File: src/rtl/keypad_emulator.sv
// Emulates a 4x4 hex keypad on the decoder's row lines: plays the four hex digits of a
// 16-bit value MSB-first, each pressed for HOLD_CYCLES and then released for GAP_CYCLES.
module keypad_emulator #(
    parameter int HOLD_CYCLES = 2000000,
    parameter int GAP_CYCLES  = 2000000,
    parameter int CNT_W       = 32
) (
    input  logic        clk,
    input  logic        rst,
    input  logic [3:0]  cols,
    output logic [3:0]  rows,
    input  logic [15:0] seq_value,
    input  logic        seq_valid,
    output logic        seq_ready,
    output logic        busy,
    output logic [1:0]  digit_idx,
    output logic        seq_done
);

    typedef enum logic [1:0] {
        S_IDLE,
        S_PRESS,
        S_GAP
    } state_t;

    localparam logic [CNT_W-1:0] HOLD_LAST = CNT_W'(HOLD_CYCLES - 1);
    localparam logic [CNT_W-1:0] GAP_LAST  = CNT_W'(GAP_CYCLES - 1);

    state_t           r_state;
    state_t           w_nextState;
    logic [15:0]      r_value;
    logic [CNT_W-1:0] r_cnt;
    logic [CNT_W-1:0] w_nextCnt;
    logic [1:0]       r_idx;
    logic [1:0]       w_nextIdx;
    logic [3:0]       r_rows;
    logic [3:0]       w_nextRows;
    logic             r_done;
    logic             w_nextDone;
    logic             w_accept;
    logic [3:0]       w_nibble;
    logic [1:0]       w_keyRow;
    logic [1:0]       w_keyCol;

    assign w_accept = seq_valid && (r_state == S_IDLE);

    always_comb begin
        w_nibble = r_value[15:12];
        case (r_idx)
            2'd0: w_nibble = r_value[15:12];
            2'd1: w_nibble = r_value[11:8];
            2'd2: w_nibble = r_value[7:4];
            2'd3: w_nibble = r_value[3:0];
            default: w_nibble = r_value[15:12];
        endcase
    end

    // Physical key position of the active digit: {row, column}, column 0 leftmost.
    always_comb begin
        {w_keyRow, w_keyCol} = 4'b0000;
        case (w_nibble)
            4'h1: {w_keyRow, w_keyCol} = {2'd0, 2'd0};
            4'h2: {w_keyRow, w_keyCol} = {2'd0, 2'd1};
            4'h3: {w_keyRow, w_keyCol} = {2'd0, 2'd2};
            4'hA: {w_keyRow, w_keyCol} = {2'd0, 2'd3};
            4'h4: {w_keyRow, w_keyCol} = {2'd1, 2'd0};
            4'h5: {w_keyRow, w_keyCol} = {2'd1, 2'd1};
            4'h6: {w_keyRow, w_keyCol} = {2'd1, 2'd2};
            4'hB: {w_keyRow, w_keyCol} = {2'd1, 2'd3};
            4'h7: {w_keyRow, w_keyCol} = {2'd2, 2'd0};
            4'h8: {w_keyRow, w_keyCol} = {2'd2, 2'd1};
            4'h9: {w_keyRow, w_keyCol} = {2'd2, 2'd2};
            4'hC: {w_keyRow, w_keyCol} = {2'd2, 2'd3};
            4'h0: {w_keyRow, w_keyCol} = {2'd3, 2'd0};
            4'hF: {w_keyRow, w_keyCol} = {2'd3, 2'd1};
            4'hE: {w_keyRow, w_keyCol} = {2'd3, 2'd2};
            default: {w_keyRow, w_keyCol} = {2'd3, 2'd3};
        endcase
    end

    always_comb begin
        w_nextState = r_state;
        w_nextCnt   = r_cnt + 1'b1;
        w_nextIdx   = r_idx;
        w_nextRows  = 4'hF;
        w_nextDone  = 1'b0;
        case (r_state)
            S_IDLE: begin
                w_nextCnt = '0;
                if (w_accept) begin
                    w_nextState = S_PRESS;
                    w_nextIdx   = 2'd0;
                end
            end
            S_PRESS: begin
                // Only an exact single-column strobe on our column closes the switch.
                if (cols == ~(4'b0001 << w_keyCol)) begin
                    w_nextRows = ~(4'b0001 << w_keyRow);
                end
                if (r_cnt == HOLD_LAST) begin
                    w_nextState = S_GAP;
                    w_nextCnt   = '0;
                end
            end
            S_GAP: begin
                if (r_cnt == GAP_LAST) begin
                    w_nextCnt = '0;
                    if (r_idx == 2'd3) begin
                        w_nextState = S_IDLE;
                        w_nextIdx   = 2'd0;
                        w_nextDone  = 1'b1;
                    end else begin
                        w_nextState = S_PRESS;
                        w_nextIdx   = r_idx + 2'd1;
                    end
                end
            end
            default: begin
                w_nextState = S_IDLE;
                w_nextCnt   = '0;
                w_nextIdx   = 2'd0;
            end
        endcase
    end

    always_ff @(posedge clk or negedge rst) begin
        if (!rst) begin
            r_state <= S_IDLE;
            r_value <= 16'h0000;
            r_cnt   <= '0;
            r_idx   <= 2'd0;
            r_rows  <= 4'hF;
            r_done  <= 1'b0;
        end else begin
            r_state <= w_nextState;
            r_cnt   <= w_nextCnt;
            r_idx   <= w_nextIdx;
            r_rows  <= w_nextRows;
            r_done  <= w_nextDone;
            if (w_accept) begin
                r_value <= seq_value;
            end
        end
    end

    assign rows      = r_rows;
    assign seq_ready = (r_state == S_IDLE);
    assign busy      = (r_state != S_IDLE);
    assign digit_idx = r_idx;
    assign seq_done  = r_done;

endmodule

File: config.mk
export PLATFORM = sky130hd
export DESIGN_NAME = keypad_emulator
export DESIGN_NICKNAME = d
export VERILOG_FILES = /design/src/rtl/keypad_emulator.sv
export SDC_FILE = /design/constraint.sdc
export NUM_CORES = 1
export LEC_CHECK = 0
export CORE_UTILIZATION = 30
export DETAILED_ROUTE_END_ITERATION = 12
export PLACE_DENSITY = 0.59
export SETUP_SLACK_MARGIN = 0.2
export SLEW_MARGIN = 20
export SYNTH_ARGS = -nofsm -noshare
export SYNTH_HDL_FRONTEND = slang
export SYNTH_SLANG_ARGS = --single-unit
export TNS_END_PERCENT = 30
File: constraint.sdc
create_clock -name clk -period 5.9 [get_ports clk]
set_clock_uncertainty 0.15 [all_clocks]
set_input_delay 1.18 -clock clk [delete_from_list [all_inputs] [get_ports clk]]
set_output_delay 1.18 -clock clk [all_outputs]
set_load 0.005 [all_outputs]
; ---- Yosys cells after proc, flatten, opt, wreduce, memory -nomap -nowiden
; Memory sizes are Yosys's and may differ from the RTL's.
; Index checks and enable logic that the tools add are counted.
[op_classes]
addsub = 2
eq_ne = 10
n_shift = 2
mux = 17
bitwise_logic = 3
reduce_logical = 7
[ops]
columns = operator, count
row1 = two-way mux 32 bit, 2
row2 = "adder 32 x 1 -> 32 bit, second input constant", 1
row3 = "equality test 32 x 21 -> 1 bit, second input constant", 1
row4 = one-hot mux 4 bit (4 select lines), 1
row5 = two-way mux 2 bit, 6
row6 = one-hot mux 2 bit (3 select lines), 2
row7 = two-way mux 4 bit, 2
row8 = inverter 4 bit, 2
row9 = "left shift 1 x 2 -> 4 bit, first input constant", 2
row10 = "equality test 2 bit, second input constant", 3
row11 = AND reduction 3 bit, 2
row12 = "equality test 2 x 1 -> 1 bit, second input constant", 2
row13 = equality test 4 bit, 1
row14 = zero test 2 bit, 2
row15 = two-way mux 1 bit, 4
row16 = "!= test 2 bit, second input constant", 2
row17 = "adder 2 x 1 -> 2 bit, second input constant", 1
row18 = "!= test 2 x 1 -> 1 bit, second input constant", 1
row19 = nonzero test 2 bit, 1
row20 = OR reduction 2 bit, 1
row21 = logical AND 1 bit, 1
row22 = inverter 1 bit, 1
[totals]
regBits = 57
rom_bits = 64
in_bits = 23
out_inout_bits = 9
elab_cells = 48
n_memories = 1
[memory_table]
columns = name, depth, width, rd, rd_clocked_by_memory_dff, write_ports, line
row1 = (name not given), 16, 4, 1, 0, 0, 61  ; case (w_nibble)

; ---- Depth between registers and ports, before layout
; An unclocked memory read counts as a cell.
[logic_depth]
depth_word = 8
mapped_depth = 9
mapped_depth_nobuf = 8

; ---- Worst setup path before layout
; Ideal clock, no wire load.
[synth_path]
path_type = flip-flop to flip-flop
start = register r_idx[0], in the netlist digit_idx[0]
end = register r_rows[1], in the netlist rows[1]
setup_ns = 0.101
t_arrival_ns = 2.331
required_time_ns = 5.649
path_slack_ns = 3.318
stages_incl_launch_ff = 9
path_buffers = 1
period_less_slack_ns = 2.582
cell_sequence = dfrtp_1 inv_1 ha_1 clkbuf_1 mux2i_2 xnor2_1 mux2_2 o221ai_1 o211ai_1
[synth_between]
elab_chain_cells = 8
word_cells_on_any_way = 13
classes_between = eq/ne (4) / shift (2) / mux (3) / bitwise (2) / reduce/logical (1) / memory (1)
[synth_lines]
columns = element, line
row1 = start: declaration, 34  ; logic [1:0] r_idx;
row2 = start signal: assignment, 137  ; r_idx <= w_nextIdx;
row3 = equality test 2 bit (tied with other cells), 49  ; case (r_idx)
row4 = one-hot mux 4 bit (4 select lines) (*), 49
row5 = memory read (16 x 4 bit) (*), --
row6 = left shift 1 x 2 -> 4 bit, 97  ; if (cols == ~(4'b0001 << w_keyCol)) begin
row7 = inverter 4 bit, 97
row8 = equality test 4 bit, 97
row9 = two-way mux 4 bit (*), 97
row10 = two-way mux 4 bit (*), 87  ; case (r_state)
row11 = net w_nextRows[1], 37  ; logic [3:0] w_nextRows;
row12 = end signal: assignment, 138  ; r_rows <= w_nextRows;
row13 = end: declaration, 36  ; logic [3:0] r_rows;
; The timed path passes the listed nets; every way through them passes the cells marked *.
; A chain may end at the register's enable or synchronous reset.

; ---- Final worst setup path
[layout_path]
start = register r_state[0]
end = output busy
[layout_between]
elab_chain_cells = 1
[layout_lines]
columns = element, line
row1 = start: declaration, 29  ; state_t r_state;
row2 = start signal: assignment, 135  ; r_state <= w_nextState;
row3 = nonzero test 2 bit, 148  ; assign busy = (r_state != S_IDLE);
row4 = end: declaration, 15  ; output logic busy,
; No other way between the ends.

==> impl_metrics.py <==
metrics = {
    "worst_setup_path": {
        "critPathMaxFanout": 5,
        "reg2reg_depth": 7,
        "crit_chain": "inv_1, ha_1, inv_1, clkdlybuf4s50_1",
        "cp.arrival_ns": 1.65,
        "crit_start": "r_state[0]",
        "cp-start-kind": "flop",
        "cp.required_ns": 4.57,
        "reg2reg_to": "rows[1]",
        "worstSetupPathType": "flop to primary output",
        "critPathCaptureType": "primary output",
        "crit_path_max_incr_delay_ns": 0.49,
        "crit_end": "busy",
        "rr_startpoint": "digit_idx[0]",
        "cpMaxStageDelayCell": "clkdlybuf4s50_1",
        "crit_top_cell": "inv_1",
        "reg2reg_slack_ns": 3.04,
    },
    "clock_tree": {
        "clk_path_buf_depth": 2,
        "cts_setup_buffers": 0,
        "numCtsBuffers": 9,
        "clk_pin_slew_ns": 0.06,
        "ctsHoldBuffers": 0,
        "clkLatencyLatePin_ns": 0.33,
        "cts_htree_levels": 3,
        "cts_sinks": 57,
        "cts_tree": "done",
        "cts_resized": 0,
        "root_buffer": "clkbuf_8",
    },
    "final_layout": {
        "drive_above_1_share_pct": 14.7,
        "syn_to_final_growth_pct": 23.1,
        "final_nets": 361,
        "final_util_pct": 38.0,
        "n_antenna_cell": 0,
        "fin_cells": 466,
        "fillers": 979,
    },
    "run_status": {
        "status": "finished, final reports clean",
    },
    "place": {
        "gp_congestion": 0.792,
        "port_buffers": 31,
        "dp_cells": 450,
        "dp_hpwl_um": 4180,
    },
    "timing": {
        "finalSetupViolCount": 0,
        "hold_viol": 0,
        "period_share_pct": 50.5,
        "rsz0062_at_grt": "false",
        "drv_slew": 0,
        "hold_slack_ns": 0.324,
        "fmax_mhz": 336,
        "fin_tns_setup_ns": 0,
        "relSlewSlack_pct": 49.5,
        "tightest_slew_ns": 0.736,
        "fin_crit_ns": 2.98,
    },
    "routing": {
        "routedWlPerCell_um": 12.7,
        "num_vias": 2221,
        "finalWirelength_um": 5920,
        "postRouteAntennaNets": 0,
        "vias_per_cell": 4.77,
        "drc": 0,
        "first_pass_iters": 6,
        "drt_iter0_drc": 97,
    },
    "power": {
        "powerDensity_nw_per_um2": 379,
        "power.leakage_nw": 1.52,
        "peakVddDrop_mv": 0.128,
        "power_mw": 1.41,
    },
    "logic_synthesis": {
        "synth-edff-count": 0,
        "yosys.area.top_type_share_pct": 44.0,
        "synth_compound_area_share_pct": 7.13,
        "ys_seq_area_share_pct": 47.4,
        "synth_top_family_by_area": "simple AND/OR/NAND/NOR gates",
        "avgSynthCellArea_um2": 10.4,
        "ys.flop_type": "dfrtp_1",
        "synthTopCellsByArea": "dfrtp_1, mux2_2, nor2_1, xnor2_1, ha_1",
        "synth.cell_area_um2": 3020,
        "ys_async_sr_fraction_pct": 100,
        "synthMuxAreaShare_pct": 9.04,
        "synth_cells": 291,
        "synth_xor_area_share_pct": 7.84,
        "yosysTopAreaCell": "dfrtp_1",
        "synth.distinct_cells": 47,
        "syn-num-nets": 324,
        "synth_fa_ha_area_share_pct": 4.15,
        "ys_ff_latch": 57,
        "synthSimpleGateAreaFrac_pct": 20.6,
        "yosys_warnings": 0,
    },
    "grt": {
        "grt.total_usage_pct": 12.3,
        "gr-total-overflow": 0,
        "grt_max_degree": 58,
        "grt_pass1_wl_um": 9990,
        "antenna_found_initial": 0,
        "grt_pass1_vias": 2105,
    },
    "hold_path": {
        "min_path_type": "flop to flop",
        "whs_path_depth": 1,
    },
    "floorplanning": {
        "die_height_um": 102,
        "die_w_um": 102,
        "io_pins": 32,
        "die_area_um2": 10500,
        "row_count": 36,
        "coreArea_um2": 9770,
        "start_util_pct": 30.9,
    },
    "run": {
        "maxCapViolations": 0,
    },
}
-- critical path, delay by kind of cell, from the launching register on --
kind | cells | cell delay [ns]
buffers and inverters | 3 | 0.65
DFF | 1 | 0.42
adders and majority gates | 1 | 0.26
-- layout by cell type, fill, tap and decap left out, drive strengths merged, types with 2 or more instances in the layout --
master and instances:
and2 2, mux2i 4, xor2 10, clkbuf 12, buf 2, o21ai 8, a222oi 3, mux2 20
dfrtp 53, nand3 14, and4 3, o211ai 3, nor3 6, dfstp 4, nand4 7, clkdlybuf4s50 30
bufinv 3, a21oi 6, a22oi 2, ha 10, nand2 16, nor4 6, o31ai 2, and3 5
nand4b 3, or4 2, nand2b 3, xnor2 17, inv 18, a211oi 2, nor2 40, or3 5
-- sequential cells by signal (all words and copies together), names as in the netlist --
register   cells
r_state        2
r_value       16
seq_done       1
rows           4
r_cnt         32
digit_idx      2
-- stage by stage --
stage	area, um2	worst slack, ns
final	3710	2.92
after global routing	3710	2.80
after CTS	3710	2.89
after detailed placement	3450	2.99
after global placement	3450	3.01
after floorplan	3020	3.32
-- kinds of logic (layout without fill, tap and decap cells) --
family / Yosys count / count (layout)
compound gates: 31 / 31
xor+xnor: 27 / 27
fa+ha+maj: 10 / 10
buf+inv: 24 / 66
flops: 57 / 57
mux: 24 / 24
simple gates: 118 / 118
-- cells in the mapped netlist, drive strengths merged (2+ instances only) --
library cell  instances
a211oi                2
xor2                 10
and3                  5
buf                   4
mux2                 20
and4                  3
nand4                 7
or3                   5
a21oi                 6
clkbuf                2
nor3                  6
or4                   2
inv                  18
nand2                16
nand3                14
dfrtp                53
a22oi                 2
o21ai                 8
dfstp                 4
nand2b                3
nor2                 40
nand4b                3
o31ai                 2
xnor2                17
ha                   10
and2                  2
nor4                  6
mux2i                 4
o211ai                3
a222oi                3
-- where the power goes --
part           switching [mW]  total, mW  internal [mW]
clock                   0.154      0.469          0.315
combinational           0.237      0.427          0.190
sequential             0.0431      0.511          0.468
total                   0.434       1.41          0.974
-- area by class of cell --
| cell class | instances | area (um2) | share of cell area (%) |
|---|---|---|---|
| timing repair buffer | 32 | 313 | 8.43 |
| clock buffer | 12 | 165 | 4.45 |
| inverter | 18 | 67.6 | 1.82 |
| multi-input combinational | 210 | 1470 | 39.6 |
| sequential | 57 | 1430 | 38.6 |
| tap | 133 | 166 | 4.48 |
| clock inverter | 4 | 97.6 | 2.63 |
-- routing by layer --
layer  routed length, um  GRT usage [%]  share of wire [%]  up-vias
li1                    -              -                  -     1104
met1                2850           16.4                 48     1081
met2                2780           18.8                 47       29
met3                 183           3.49                3.1        7
met4                  98           4.95                1.7        0
met5                   0              0                  0        -
-- worst min path at each step --
stage                      from           to  slack (ns)
floorplan              r_cnt[0]     r_cnt[0]        0.29
global placement       r_cnt[0]     r_cnt[0]        0.31
detailed placement     r_cnt[0]     r_cnt[0]        0.32
CTS                    r_cnt[0]     r_cnt[0]        0.33
global route        r_value[14]  r_value[14]        0.37
finish                 r_cnt[0]     r_cnt[0]        0.32
(Power assumes the default switching activity.)
